==> src/rtl/seven_seg_scan.sv <==
// seven_seg_scan
// Time-multiplexed driver for a common-anode multi-digit seven-segment display.
// It keeps shadow copies of the digit nibbles, decimal points and the
// leading-zero enable. It shows one digit per slot of SCAN_DIV cycles. The first
// cycle of every slot is blank so that the previous digit does not ghost
// into the next one.
//
// Parameters:
//   DIGITS   number of scanned digits (>= 2)
//   SCAN_DIV cycles per digit slot, blank cycle included (>= 2)
//   HEX_EN   0: codes 10-15 blank, 1: codes 10-15 show A b C d E F
//
// Ports:
//   clk          system clock, rising edge
//   rst          synchronous active-high reset
//   digit_values nibble i = digit i; digit 0 is the rightmost
//   dp_in        decimal point per digit, 1 = lit
//   blank_lz     leading-zero suppression enable
//   load         capture strobe for digit_values / dp_in / blank_lz
//   seg_data     active-low {dp,g,f,e,d,c,b,a}, registered
//   digit_sel    active-low one-hot digit enable, registered
//   frame_done   one-cycle pulse after the last slot of a frame

module seven_seg_scan #(
    parameter int DIGITS   = 4,
    parameter int SCAN_DIV = 50000,
    parameter int HEX_EN   = 0
) (
    input  logic                  clk,
    input  logic                  rst,
    input  logic [4*DIGITS-1:0]   digit_values,
    input  logic [DIGITS-1:0]     dp_in,
    input  logic                  blank_lz,
    input  logic                  load,
    output logic [7:0]            seg_data,
    output logic [DIGITS-1:0]     digit_sel,
    output logic                  frame_done
);

    localparam int IDX_W = $clog2(DIGITS);
    localparam int CNT_W = $clog2(SCAN_DIV);

    // Active-low segments [6:0] = {g,f,e,d,c,b,a} for one nibble.
    function automatic logic [6:0] decode(input logic [3:0] nib);
        logic [6:0] g;
        g = 7'h7F;
        case (nib)
            4'h0: g = 7'h40;
            4'h1: g = 7'h79;
            4'h2: g = 7'h24;
            4'h3: g = 7'h30;
            4'h4: g = 7'h19;
            4'h5: g = 7'h12;
            4'h6: g = 7'h02;
            4'h7: g = 7'h58;
            4'h8: g = 7'h00;
            4'h9: g = 7'h10;
            4'hA: g = (HEX_EN != 0) ? 7'h08 : 7'h7F;
            4'hB: g = (HEX_EN != 0) ? 7'h03 : 7'h7F;
            4'hC: g = (HEX_EN != 0) ? 7'h46 : 7'h7F;
            4'hD: g = (HEX_EN != 0) ? 7'h21 : 7'h7F;
            4'hE: g = (HEX_EN != 0) ? 7'h06 : 7'h7F;
            4'hF: g = (HEX_EN != 0) ? 7'h0E : 7'h7F;
            default: g = 7'h7F;
        endcase
        return g;
    endfunction

    // Shadow registers: the display only ever looks at these.
    logic [4*DIGITS-1:0] vals_reg;
    logic [DIGITS-1:0]   dp_reg;
    logic                lz_reg;

    // Scan position.
    logic [CNT_W-1:0]    cnt_reg, cnt_next;
    logic [IDX_W-1:0]    idx_reg, idx_next;

    // Output registers.
    logic [7:0]          seg_reg, seg_next;
    logic [DIGITS-1:0]   sel_reg, sel_next;
    logic                frame_reg, frame_next;

    logic                slot_end;
    logic                last_digit;

    // Per-digit rendered glyph including decimal point.
    logic [7:0]          glyph   [DIGITS];
    logic [DIGITS-1:0]   lz_kill;

    genvar gi;
    generate
        for (gi = 0; gi < DIGITS; gi++) begin : g_digit
            // A digit is a leading zero when it and every more significant
            // nibble are zero. The rightmost digit always stays visible.
            if (gi == 0) begin : g_lsd
                assign lz_kill[gi] = 1'b0;
            end else begin : g_upper
                assign lz_kill[gi] = lz_reg && (vals_reg[4*DIGITS-1:4*gi] == '0);
            end

            // dp is independent of suppression and of the glyph itself.
            assign glyph[gi] = {~dp_reg[gi],
                                lz_kill[gi] ? 7'h7F : decode(vals_reg[4*gi +: 4])};
        end
    endgenerate

    assign slot_end   = (cnt_reg == CNT_W'(SCAN_DIV - 1));
    assign last_digit = (idx_reg == IDX_W'(DIGITS - 1));

    always_comb begin
        cnt_next   = cnt_reg + CNT_W'(1);
        idx_next   = idx_reg;
        seg_next   = 8'hFF;
        sel_next   = '1;
        frame_next = slot_end && last_digit;

        if (slot_end) begin
            cnt_next = '0;
            idx_next = last_digit ? '0 : idx_reg + IDX_W'(1);
        end

        // Slot cycle 0 is the anti-ghosting blank gap.
        if (cnt_reg != '0) begin
            sel_next = ~(DIGITS'(1) << idx_reg);
            seg_next = glyph[idx_reg];
        end
    end

    always_ff @(posedge clk) begin
        if (rst) begin
            vals_reg  <= '0;
            dp_reg    <= '0;
            lz_reg    <= 1'b0;
            cnt_reg   <= '0;
            idx_reg   <= '0;
            seg_reg   <= 8'hFF;
            sel_reg   <= '1;
            frame_reg <= 1'b0;
        end else begin
            if (load) begin
                vals_reg <= digit_values;
                dp_reg   <= dp_in;
                lz_reg   <= blank_lz;
            end
            cnt_reg   <= cnt_next;
            idx_reg   <= idx_next;
            seg_reg   <= seg_next;
            sel_reg   <= sel_next;
            frame_reg <= frame_next;
        end
    end

    assign seg_data   = seg_reg;
    assign digit_sel  = sel_reg;
    assign frame_done = frame_reg;

endmodule

==> config.mk <==
export PLATFORM = sky130hd
export DESIGN_NAME = seven_seg_scan
export DESIGN_NICKNAME = d
export VERILOG_FILES = /design/src/rtl/seven_seg_scan.sv
export SDC_FILE = /design/constraint.sdc
export NUM_CORES = 1
export LEC_CHECK = 0
export ABC_AREA = 1
export CAP_MARGIN = 0
export CORE_MARGIN = 2
export CORE_UTILIZATION = 44
export CTS_CLUSTER_DIAMETER = 80
export DETAILED_ROUTE_END_ITERATION = 10
export GPL_TIMING_DRIVEN = 0
export MAX_ROUTING_LAYER = met4
export SLEW_MARGIN = 20
export SYNTH_ARGS = -nofsm -noshare
export SYNTH_HDL_FRONTEND = slang
export SYNTH_SLANG_ARGS = --single-unit
==> constraint.sdc <==
create_clock -name clk -period 2.1 [get_ports clk]
set_clock_uncertainty 0.1 [all_clocks]
set_input_delay 0.525 -clock clk [delete_from_list [all_inputs] [get_ports clk]]
set_output_delay 0.525 -clock clk [all_outputs]
set_load 0.01 [all_outputs]
# Yosys cells after proc, flatten, opt, wreduce, memory -nomap -nowiden
# Memories as Yosys holds them, arrays and structs flattened. A register that Yosys moved wholly into a read port is not among the register bits.
# Index checks and enable logic that the tools add are counted.
[totals]
rom_bits = 448
n_memories = 4
out_inout_bits = 13
input_bits = 24
ff_bits = 52
[op_classes]
n_lt_le_gt_ge = 1
n_bitwise = 7
addsub = 2
mux = 15
n_reduce_logical = 10
shift = 1
eq_ne = 2
[mem_list]
columns = ["memory", "depth", "word_bits", "read_ports", "rd_ports_with_merged_regs", "write_ports", "line", "rtl"]
rows = [
  ["(no name shown)", 16, 7, 1, 1, 0, "47", "case (nib)"],
  ["(no name shown)", 16, 7, 1, 1, 0, "47", ""],
  ["(no name shown)", 16, 7, 1, 1, 0, "47", ""],
  ["(no name shown)", 16, 7, 1, 1, 0, "47", ""],
]
[op_table]
columns = ["operator", "n"]
rows = [
  ["$mux W4", 8],
  ["$mux W7", 3],
  ["$add A16 B1 Y16 const B", 1],
  ["$bmux W8 S2", 1],
  ["$eq A16 B16 Y1 const B", 1],
  ["$mux W8", 2],
  ["$reduce_bool A16 Y1", 1],
  ["$logic_not A12 Y1", 1],
  ["$logic_not A8 Y1", 1],
  ["$not A1 Y1", 5],
  ["$logic_and A1 B1 Y1", 4],
  ["$logic_not A4 Y1", 1],
  ["$not A4 Y4", 1],
  ["$reduce_or A2 Y1", 2],
  ["$shl A1 B2 Y4 const A", 1],
  ["$ge A3 B3 Y1 const B", 1],
  ["$not A2 Y3", 1],
  ["$add A2 B1 Y2 const B", 1],
  ["$eq A2 B2 Y1 const B", 1],
  ["$mux W2", 1],
]

# Depth between registers and ports, before layout
# Gate-level depths: netlist of run 1.
[logic_depth]
ltp_word = 6
depth_mapped = 11
mapped_depth_nobuf = 9

# Worst setup path after synthesis of run 1
# OpenSTA, ideal clock, no wires.
[synth_path]
path_type = "input to register"
from = "input port load"
to = "register glyph[27] (netlist name)"
path_slack_ns = 0.135
cell_stages = 9
arrival_time_ns = 1.742
required_ns = 1.878
cell_sequence = "buf_6 -> inv_4 -> buf_4 -> nor2_1 -> nor3_1 -> inv_1 -> ha_1 -> nor2_1 -> o21ai_0"
[synth_via]
elab_chain_len = 2
[synth_rtl]
columns = ["item", "line", "rtl"]
rows = [
  ["from (decl)", "34", "input logic load,"],
  ["$mux W4 (no line) (2 in series)", "-", ""],
]
# Every way passes these cells.
# A chain may end at the register's enable or synchronous reset.

==> out/results.tsv, run 1 <==
metric	value	unit
outcome	complete, no violations	
clkLatencyLatePin	0.35	ns
drive_gt1_share	10.63	%
cts_setup_buffers	0	
yosys_warnings	0	
critPathArrivalTime	2.06	ns
cts_tree	yes	
critical_path.cell_chain	clkdlybuf4s50_1, or2_2, nand3_1, inv_1, ha_1, nor2_1, o21ai_0	
cts_resized	4	
fmax	0.5186	GHz
synth_cells	532	
vias	3269	
synth_area_leaders	dfxtp_1 (42%), nand2_1 (11%), nor2_1 (10%), ha_1 (8.4%), inv_1 (4.8%)	
maxCapViolCount	0	
synth_area_leader_cell	dfxtp_1	
cellLeakagePower	2.080	nW
power_density	714.3	mW/mm²
vdd_drop_max	0.3417	mV
synthFlopType	dfxtp_1	
synth.top_cell.area_share	41.52	%
syn_area	0.003857	mm²
drc	0	
grt_pass1_vias	3070	
clk_path_buf_depth	2	
initial_core_util	44.89	%
clkTransAtPathRegs	0.08	ns
antenna_found_initial	0	
ys_ff_latch	80	
report.final.slew_viol_count	0	
avgSynthCellArea	7.251	µm²
grt_pass1_wl	14420	µm
synth-seq-area-share	41.52	%
max_slew_margin	69.40	%
grt_max_degree	15	
async_flop_share	0	%
htreeDepth	3	
fp.coreArea	0.008593	mm²
die_w	97.63	µm
rsz0062_at_grt	no	
hold_class	flip-flop to flip-flop	
grt.met3_usage	2.878	%
worstSetupPathType	primary input to flip-flop	
io_pins	37	
wl	8509	µm
yosysMostFrequentCell	nand2_1	
max_stage_delay	0.39	ns
cp.required	2.23	ns
row_count	34	
end_kind	flip-flop	
fin_crit_sh	91.82	%
grt_use_total	19.50	%
layout.cells.non_filler	691	
port_buffers	35	
synth_commonest_cells	nand2_1 (112), nor2_1 (106), dfxtp_1 (80)	
die_y	97.63	µm
setup_tns	0	ns
synth.distinct_cells	34	
area_growth_syn_to_layout	18.16	%
clkSinkCount	80	
tightest_slew	0.4573	ns
synth_nets	582	
synth-edff-count	0	
final_nets	628	
ant_nets	0	
numCtsBuffers	9	
first_pass_iters	4	
avgRoutedWirePerCell	12.31	µm
cp-start-kind	primary input	
busiest_layer	met2	
use_met1	24.89	%
dp.cells	675	
grt.overflow.total	0	
die-area	0.009532	mm²
fin_crit	1.928	ns
first_iter_violations	103	
finalSetupViolations	0	
hpwlAfterDp	6531	µm
grtUsageMet2	30.93	%
cp_max_fo	6	
root_buffer	clkbuf_8	
critPathSlowestCell	clkdlybuf4s50_1	
antenna_cells	0	
via_per_inst	4.731	
hold_viol	0	
cts_hold_buf	0	
place.gp.congestion	0.9010	
## kinds of logic after synthesis
group | share of synthesized area (%)
simple gates | 33.60
buf+inv | 7.460
compound gates | 7.849
xor+xnor | 1.135
fa+ha+maj | 8.433
flops | 41.52
## per-layer routing
| layer | part of all wire [%] | routed length [µm] | up-vias |
|---|---|---|---|
| met3 | 3.5 | 294 | 9 |
| li1 | - | - | 1763 |
| met1 | 49 | 4187 | 1439 |
| met4 | 1.2 | 104 | 0 |
| met5 | 0 | 0 | - |
| met2 | 46 | 3923 | 58 |
## worst paths after layout
path                        start          to  slack (ns)  cells past startpoint
setup reg to reg       idx_reg[0]  idx_reg[1]        0.35                      6
hold reg to reg         dp_reg[2]   dp_reg[2]        0.37                      2
setup / recovery  digit_values[5]   flip-flop        0.17                      7
hold / removal          dp_reg[2]   dp_reg[2]        0.37                      2
## area by class of cell
class | count | area [µm²]
clock inverter | 6 | 68.82
buffer | 12 | 87.58
fill | 847 | 4035
sequential | 80 | 1602
timing repair buffer | 35 | 345.3
clock buffer | 10 | 127.6
inverter | 54 | 207.7
tap | 108 | 135.1
multi-input combinational | 386 | 1984
## stage by stage
| stage | power, mW | utilization (%) | setup WS (ns) | hold WS [ns] | area (µm²) |
|---|---|---|---|---|---|
| 4_1_cts | 3.290 | 52.96 | 0.05523 | 0.3639 | 4551 |
| 6_report | 3.256 | 53.04 | 0.1717 | 0.3656 | 4558 |
| 3_5_place_dp | 2.164 | 50.54 | -0.7749 | 0.3531 | 4343 |
| 5_1_grt | 3.431 | 53.04 | 0.05734 | 0.3881 | 4558 |
| 2_1_floorplan | 1.992 | - | 0.1353 | 0.3299 | 3857 |
| 3_3_place_gp | 2.158 | 50.54 | -0.7156 | 0.3483 | 4343 |
## report_power, final
| part | leakage [nW] | internal (mW) | switching [mW] |
|---|---|---|---|
| registers | 0.661 | 1.63 | 0.0415 |
| clock network | 0.0968 | 0.556 | 0.570 |
| logic | 1.32 | 0.193 | 0.261 |
## critical path: cells and delay by family
kind                       cells  cell delay (ns)
and+or+nand+nor                3             0.62
buffers and inverters          2             0.50
adders and majority gates      1             0.33
AOI/OAI and AO/OA              1             0.09
## placed cells by master, fill, tap and decap left out, types with 12 or more instances in the layout
| master | n |
|---|---|
| nand2_1 | 112 |
| nor2_1 | 106 |
| dfxtp_1 | 80 |
| inv_1 | 49 |
| nand3_1 | 36 |
| clkdlybuf4s50_1 | 34 |
| o21ai_0 | 28 |
| ha_1 | 26 |
| a21oi_1 | 20 |
| nand2_2 | 12 |
No activity file was read; power rests on OpenSTA's default activity.
==> run 2: changes to the inputs <==
==> constraint.sdc (replaced) <==
create_clock -name clk -period 2.1 [get_ports clk]
set_clock_uncertainty 0.1 [all_clocks]
set_input_delay 0.525 -clock clk [delete_from_list [all_inputs] [get_ports clk]]
set_output_delay 0.525 -clock clk [all_outputs]
set_load 0.05 [all_outputs]
==> run 2 against run 1 <==
Power increased by 1.4%. Cell count unchanged. Die area unchanged. Combinational power increased by 10%. Setup slack improved by 0.0018 ns. Core utilization increased by 0.20 points. Wire length increased by 0.32%. Critical path depth unchanged. Non-clock buffer count unchanged. Via count increased by 0.40%.
==> out/results.tsv, run 2 (synthesis gave the netlist of run 1 again) <==
metric	value	unit
outcome	complete, no violations	
grt_use_total	19.50	%
wl	8536	µm
clk_path_buf_depth	2	
design_area	0.004576	mm²
grt_max_degree	15	
cts_setup_buffers	0	
first_pass_iters	4	
place_ws	-0.7749	ns
root_buffer	clkbuf_8	
die-area	0.009532	mm²
clkTransAtPathRegs	0.08	ns
r2r_cells	6	
worstSetupPathType	primary input to flip-flop	
final_common_cell	nand2_1	
max_slew_margin	66.26	%
clkLatencyLatePin	0.35	ns
final_nets	628	
fin_ws	0.1736	ns
intPower	2.378	mW
final_cell_mix	nand2_1 (112), nor2_1 (106), dfxtp_1 (80)	
place.gp.congestion	0.9010	
report.final.slew_viol_count	0	
final_util	53.25	%
critical_path.cell_chain	clkdlybuf4s50_1, or2_2, nand3_1, inv_1, ha_1, nor2_1, o21ai_0	
hpwlAfterDp	6531	µm
routed.top_layer	met4	
fmax	0.5191	GHz
grt.overflow.total	0	
wl_met2	3883	µm
row_count	34	
place_area	0.004343	mm²
cts_tree	yes	
cp_max_fo	6	
rsz0062_at_grt	no	
critPathArrivalTime	2.06	ns
max_stage_delay	0.39	ns
avgRoutedWirePerCell	12.35	µm
drc	0	
comb_power_share	15.1	%
min-delay-start	dp_reg[2]	
min_to	dp_reg[2]	
area_growth_syn_to_layout	18.62	%
drive_gt1_share	10.63	%
worst_r2r_endpoint	idx_reg[1]	
netSwitchingPower	0.9229	mW
whs	0.3655	ns
first_iter_violations	99	
die_w	97.63	µm
power_density	721.3	mW/mm²
io_pins	37	
via_per_inst	4.750	
numCtsBuffers	9	
fin_crit	1.926	ns
vias	3282	
finalSetupViolations	0	
switching_share	27.96	%
route.met3.wl	285	µm
cpLargestDelayFamily	simple AND/OR/NAND/NOR gates	
fin_crit_sh	91.74	%
holdPathStages	2	
hold_class	flip-flop to flip-flop	
cts_hold_buf	0	
maxCapViolCount	0	
reg2reg_from	idx_reg[0]	
clkSinkCount	80	
tightest_slew	0.5052	ns
cp-start-kind	primary input	
vdd_drop_max	0.3415	mV
seq_power_share	50.7	%
antenna_cells	0	
fp.coreArea	0.008593	mm²
critPathSlowestCell	clkdlybuf4s50_1	
wl_met1	4201	µm
cp.required	2.23	ns
antenna_found_initial	0	
grt_pass1_wl	14420	µm
ant_nets	0	
die_y	97.63	µm
htreeDepth	3	
grt_pass1_vias	3070	
cellLeakagePower	2.109	nW
crit_buf_inv	2	
p_clk_share	34.1	%
initial_core_util	44.89	%
r2r_setup_slack	0.35	ns
end_kind	flip-flop	
port_buffers	35	
hold_viol	0	
[run 2: worst max-delay path by stage]
stage / depth (start not counted) / end / slack, ns / start
6_report: 7 / flip-flop / 0.17 / digit_values[5]
5_1_grt: 7 / flip-flop / 0.06 / digit_values[5]
4_1_cts: 1 / seg_data[0] / 0.0004 / seg_data[0]
3_5_place_dp: 7 / flip-flop / -0.77 / rst
3_3_place_gp: 7 / flip-flop / -0.72 / rst
2_1_floorplan: 9 / glyph[27] / 0.14 / load
[run 2: timing repair]
action                     CTS  global route
gates resized for setup      8            15
cloned                       0             0
setup endpoints to repair   31            13
[run 2: routing by layer]
layer,GRT usage [%],up-vias
met5,-,-
met4,8.333,0
met3,2.878,14
met2,30.93,59
met1,24.89,1446
li1,-,1763
[run 2: tightest hold or removal path: cells and delay by family, from the launching register on]
kind	cells	cell delay [ns]
flops	1	0.30
compound gates	1	0.06
buf+inv	1	0.06
[run 2: metrics by stage]
stage	TNS (ns)	power, mW	std cells
floorplan	0	2.043	532
global placement	-18.11	2.209	675
detailed placement	-18.96	2.215	675
CTS	0	3.336	691
global route	0	3.476	691
finish	0	3.301	691
[run 2: final cells by class]
class | instances | area, µm²
well taps | 108 | 135.1
clock buffers | 10 | 127.6
inverters | 54 | 207.7
repair buffers | 35 | 362.8
flip-flops and latches | 80 | 1602
fillers | 847 | 4018
plain buffers | 12 | 87.58
clock inverters | 6 | 68.82
multi-input cells | 386 | 1984
[run 2: power by group through the flow]
| stage | Clock [mW] | Combinational, mW | Sequential [mW] |
|---|---|---|---|
| floorplan | 0 | 0.286 | 1.76 |
| global placement | 0 | 0.497 | 1.71 |
| detailed placement | 0 | 0.503 | 1.71 |
| CTS | 1.16 | 0.503 | 1.68 |
| global route | 1.22 | 0.567 | 1.69 |
| finish | 1.13 | 0.500 | 1.67 |
